`config.mk`:
```
export PLATFORM = sky130hd
export DESIGN_NAME = fetch_unit
export DESIGN_NICKNAME = d
export VERILOG_FILES = /design/src/rtl/fetch_unit.sv
export SDC_FILE = /design/constraint.sdc
export NUM_CORES = 1
export LEC_CHECK = 0
export CAP_MARGIN = 20
export CORE_ASPECT_RATIO = 1.25
export CORE_MARGIN = 2
export CORE_UTILIZATION = 38
export CTS_BUF_LIST = sky130_fd_sc_hd__clkbuf_16
export DETAILED_ROUTE_END_ITERATION = 7
export PLACE_DENSITY = 0.72
export SLEW_MARGIN = 20
export SYNTH_ARGS = -nofsm -noshare
export SYNTH_HDL_FRONTEND = slang
export SYNTH_SLANG_ARGS = --single-unit
export TNS_END_PERCENT = 1
```
`constraint.sdc`:
```
create_clock -name clk -period 3.5 [get_ports clk]
set_input_delay 0.7 -clock clk [delete_from_list [all_inputs] [get_ports clk]]
set_output_delay 0.7 -clock clk [all_outputs]
set_load 0.05 [all_outputs]
```
`src/rtl/fetch_unit.sv`:
```
// rtl/fetch_unit.sv - PC and instruction register with a request/acknowledge instruction fetch.
// Optional FETCH_TIMEOUT_EN: bounds each fetch to TIMEOUT wait cycles and flags fetch_err.
module fetch_unit #(
    parameter int PC_W     = 16,
    parameter int INSTR_W  = 32,
    parameter int RESET_PC = 0,
    parameter int TIMEOUT  = 15
) (
    input  logic               clk,
    input  logic               rst,
    input  logic               pc_rst,
    input  logic               pc_write,
    input  logic               pc_sel,
    input  logic               br_sel,
    input  logic               ir_load,
    output logic               imem_req,
    output logic [PC_W-1:0]    imem_addr,
    input  logic               imem_ack,
    input  logic [INSTR_W-1:0] imem_rdata,
    output logic [PC_W-1:0]    pc,
    output logic [INSTR_W-1:0] instr,
    output logic [3:0]         opcode,
    output logic [3:0]         mm,
    output logic [15:0]        imm,
    output logic               fetch_busy,
    output logic               fetch_err
);

    localparam logic ST_IDLE = 1'b0;
    localparam logic ST_WAIT = 1'b1;

    logic            state;
    logic [PC_W-1:0] next_pc;
    logic [PC_W-1:0] simm_pc;
    logic [PC_W-1:0] abs_pc;

    assign opcode = instr[31:28];
    assign mm     = instr[27:24];
    assign imm    = instr[15:0];

    // Sign-extend (or truncate) the immediate for relative branches; zero-extend for absolute.
    assign simm_pc = PC_W'($signed(imm));
    assign abs_pc  = PC_W'(imm);

    always_comb begin
        next_pc = pc + PC_W'(1);
        if (pc_sel) begin
            if (br_sel)
                next_pc = abs_pc;
            else
                next_pc = pc + PC_W'(1) + simm_pc;
        end
    end

    assign fetch_busy = imem_req;

`ifdef FETCH_TIMEOUT_EN
    localparam int CNT_W = (TIMEOUT < 2) ? 1 : $clog2(TIMEOUT);
    logic [CNT_W-1:0] wait_cnt;
    logic             err_q;
    assign fetch_err = err_q;
`else
    logic unused_timeout;
    assign unused_timeout = (TIMEOUT != 0);
    assign fetch_err      = 1'b0;
`endif

    always_ff @(posedge clk or posedge rst) begin
        if (rst) begin
            pc        <= PC_W'(RESET_PC);
            instr     <= '0;
            imem_req  <= 1'b0;
            imem_addr <= '0;
            state     <= ST_IDLE;
`ifdef FETCH_TIMEOUT_EN
            wait_cnt  <= '0;
            err_q     <= 1'b0;
`endif
        end else begin
            if (pc_rst)
                pc <= PC_W'(RESET_PC);
            else if (pc_write)
                pc <= next_pc;

            if (pc_rst) begin
                state    <= ST_IDLE;
                imem_req <= 1'b0;
`ifdef FETCH_TIMEOUT_EN
                wait_cnt <= '0;
                err_q    <= 1'b0;
`endif
            end else begin
                case (state)
                    ST_IDLE: begin
                        if (ir_load) begin
                            // Launch address is the PC before any same-cycle pc_write.
                            imem_addr <= pc;
                            imem_req  <= 1'b1;
                            state     <= ST_WAIT;
`ifdef FETCH_TIMEOUT_EN
                            wait_cnt  <= '0;
`endif
                        end
                    end
                    default: begin
                        if (imem_ack) begin
                            instr    <= imem_rdata;
                            imem_req <= 1'b0;
                            state    <= ST_IDLE;
                        end
`ifdef FETCH_TIMEOUT_EN
                        else if (wait_cnt == CNT_W'(TIMEOUT - 1)) begin
                            err_q    <= 1'b1;
                            instr    <= '0;
                            imem_req <= 1'b0;
                            state    <= ST_IDLE;
                        end else begin
                            wait_cnt <= wait_cnt + CNT_W'(1);
                        end
`endif
                    end
                endcase
            end
        end
    end

endmodule

```
==> results by group <==
Yosys
  – Sequential element share of the synthesized area: around 39%
  – Yosys reg bits: between 60 and 70
  – Net count after synthesis: between 400 and 500
  – EDFF count, synth: 0
  – Post-synthesis instance area: about 0.0042 mm^2
  – Async set or reset register ratio after synthesis: between 90% and 100%
  – Mean Syn Cell Area: around 10 um^2
  – Most instantiated flip-flop cell in the synthesis netlist: dfrtp_1
  – Number of cells produced by synthesis: around 410
  – Unique masters post-synth: 62
  – Count of yosys warnings during synthesis: 0

Clock tree
  – Hold-fix buffer count after cts: 0
  – Max Buffers Root-to-Sink: 2
  – CTS root buffer: clkbuf_16
  – Number of cells upsized or downsized after cts: 0
  – Worst-Skew Late Latency: roughly 340 ps
  – CTS sink count: between 60 and 70
  – # Post-CTS Setup Buffers: 0
  – Clk slew on worst S/H paths: ~50 ps
  – Number of buffers inserted during clock tree synthesis: 9
  – Clock tree from TritonCTS: done
  – H-tree depth: 3

STA
  – Ratio of final minimum period to clock period: 92.9%
  – Shortest period the worst path allows: 3250 ps
  – Final setup viols: 0
  – Unrepaired setup endpoints after global routing: no
  – Setup WS post-layout: ~250 ps
  – Fin. Hold Viols: 0
  – Least-Margin Pin Slew: 801 ps
  – Max-slew headroom: between 40% and 50%
  – Worst clock skew: around 4.6 ps
  – Max Clk Rate: about 310 MHz
  – Max Slew Vio Count: 0
  – Setup TNS: 0 ps

Floorplanning
  – Full die area: ~0.012 mm^2
  – I/O Pins: roughly 130
  – Standard-cell row count: 43
  – Die width: about 98 um
  – Core area: around 0.011 mm^2
  – Height of the die: 122 um
  – Starting Density: 38.4%

Cells and area
  – P&R area growth vs syn: 37.4%
  – Most common cell after layout, fill and taps aside: clkdlybuf4s50_1
  – Area of the multi-input gates: 0.00223 mm^2
  – Highest-count cells in the layout ignoring fill and taps: clkdlybuf4s50_1, dfrtp_1, mux2_2, nand2_1, a21oi_1
  – Antenna diode count: 0
  – Storage cell area: 0.00165 mm^2
  – Layout cells sized above 1: between 10% and 20%
  – Final net count: around 570
  – Final-layout fill cell count: between 1,000 and 1,500

Global routing
  – Antenna violations before repair: 0
  – Via count of the first global-routing pass: about 3,500
  – Global-route wire length before repair: 17.6 mm
  – Total global-route track usage: between 15 and 20%
  – Overflow left after global routing: 0
  – Maximum number of pins on one net before global-route repair: 67

Detailed routing
  – Via total after detailed routing: roughly 3,600
  – Final ANT Viol Nets: 0
  – Routed wire length: roughly 11 mm
  – Drt first pass iters: 5
  – Routed len/inst: approximately 17 um
  – Number of vias per cell: 5.50
  – # DRC: 0
  – Iter 0 DRT Violations: around 210

Min path
  – Hold Crit Start: imem_addr[5]
  – Cell depth of the worst min-delay path: 1
  – Type of the worst min-delay path: flip-flop to flip-flop

Placement
  – Placer congestion estimate: just under 1
  – Final HPWL DP: between 7 and 8 mm
  – Total of buffers placed on input and output ports: ~130
  – Setup slack at placement: 287 ps

Setup path
  – Startpoint of the most critical setup path: pc[1]
  – Critical Path Sink Type: flip-flop
  – WS Path Type: flip-flop to flip-flop
  – Worst reg2reg path depth: 11
  – Startpoint kind of the worst setup timing path: flip-flop
  – Required time at the worst-slack endpoint: ~3800 ps
  – Crit Path Max Fanout: 8
  – Startpoint of the worst register-to-register path: pc[1]
  – WP data arrival: about 3500 ps

Pwr
  – Max IR drop VDD: 0.416 mV
  – Static power due to leakage: 0.00249 uW
  – Total power density per cell area: a little under 700 mW/mm^2

Status
  – Outcome: finished clean

Run
  – Number of max-capacitance violations reported: 0
==> cells by family (layout without fill, tap and decap cells) <==
kind of cell               Yosys count  count (layout)  share of synthesized area, %
and+or+nand+nor                     96              96                          13.3
muxes                               50              50                          13.3
buffers and inverters               58             163                          8.04
other                                1               1                        0.0889
AOI/OAI and AO/OA                  100             100                          16.3
adders and majority gates           20              20                          6.11
xor gates and xnor gates            18              18                          3.74
DFF                                 66              66                          39.1
==> cells in the mapped netlist, types with 3 or more instances <==
| master | n | area (um^2) |
|---|---|---|
| buf_1 | 5 | 18.8 |
| nor3b_1 | 3 | 22.5 |
| nand3_1 | 5 | 25.0 |
| inv_1 | 10 | 37.5 |
| a21oi_1 | 23 | 115 |
| a211oi_1 | 4 | 30.0 |
| nand2_1 | 23 | 86.3 |
| and3_1 | 3 | 18.8 |
| a311oi_1 | 4 | 35.0 |
| nand4_1 | 5 | 31.3 |
| nor2b_1 | 3 | 18.8 |
| or3_1 | 4 | 25.0 |
| nand2b_1 | 3 | 18.8 |
| a21boi_0 | 3 | 22.5 |
| buf_4 | 29 | 218 |
| o2111ai_1 | 4 | 35.0 |
| mux2_2 | 48 | 541 |
| and2_1 | 4 | 25.0 |
| o21ai_0 | 19 | 95.1 |
| and4_1 | 3 | 26.3 |
| a31oi_1 | 4 | 25.0 |
| a21o_1 | 8 | 60.1 |
| o21a_1 | 4 | 30.0 |
| nor3_1 | 7 | 35.0 |
| xnor2_1 | 10 | 87.6 |
| dfrtp_1 | 66 | 1650 |
| o211ai_1 | 7 | 52.6 |
| nor2_1 | 21 | 78.8 |
| clkbuf_1 | 11 | 41.3 |
| ha_1 | 19 | 238 |
| xor2_1 | 8 | 70.1 |
==> metal layers <==
layer / up-vias / GRT usage (%) / part of all wire (%)
li1: 1687 / - / -
met1: 1736 / 22.8 / 43
met2: 134 / 31.2 / 49
met3: 15 / 3.84 / 5.6
met4: 0 / 8.05 / 2.0
met5: - / 0 / 0
==> critical path, stage by stage (launching register included) <==
cell and delay [ps]:
dfrtp_1 470, ha_1 260, and2_1 240, nand4_1 140, xnor2_1 250, ha_1 350, a21o_1 210, a221o_1 380
a211oi_2 260, nor3_1 90, or3_1 380, o221ai_2 150
==> state kept, by name, indices dropped and copies added (netlist names) <==
name / cells
fetch_busy: 1
imem_addr: 16
instr: 32
state: 1
pc: 16
==> where the power goes <==
group          internal (uW)  switching [uW]
Sequential               905             170
Combinational            671            1170
Clock                    694             332
==> path summary, 6_finish.rpt <==
kind / end / slack, ps
worst max-delay path: pc[15] / 250
worst min-delay path: imem_addr[5] / 500
worst max register to register: pc[15] / 250
worst min register to register: imem_addr[5] / 500
max in group asynchronous: pc[3] / 2460
min in group asynchronous: instr[18] / 760
==> metrics by stage <==
step	instances	hold slack [ps]	area (um^2)	utilization, %	total power (uW)
final	649	501	5800	52.8	3950
after global routing	649	526	5800	52.8	4120
after CTS	649	507	5800	52.8	3980
after detailed placement	633	493	5460	49.7	2930
after global placement	633	488	5460	49.7	2900
after floorplan	409	541	4220	-	2410
==> final cells by class <==
| type | instances | share of cell area [%] |
|---|---|---|
| multi-input combinational | 285 | 38.5 |
| inverter | 10 | 0.647 |
| sequential | 66 | 28.5 |
| clock inverter | 7 | 2.03 |
| tap | 135 | 2.91 |
| timing repair buffer | 137 | 23.5 |
| clock buffer | 9 | 3.88 |
Note: power is estimated with default switching activity, not from simulation.
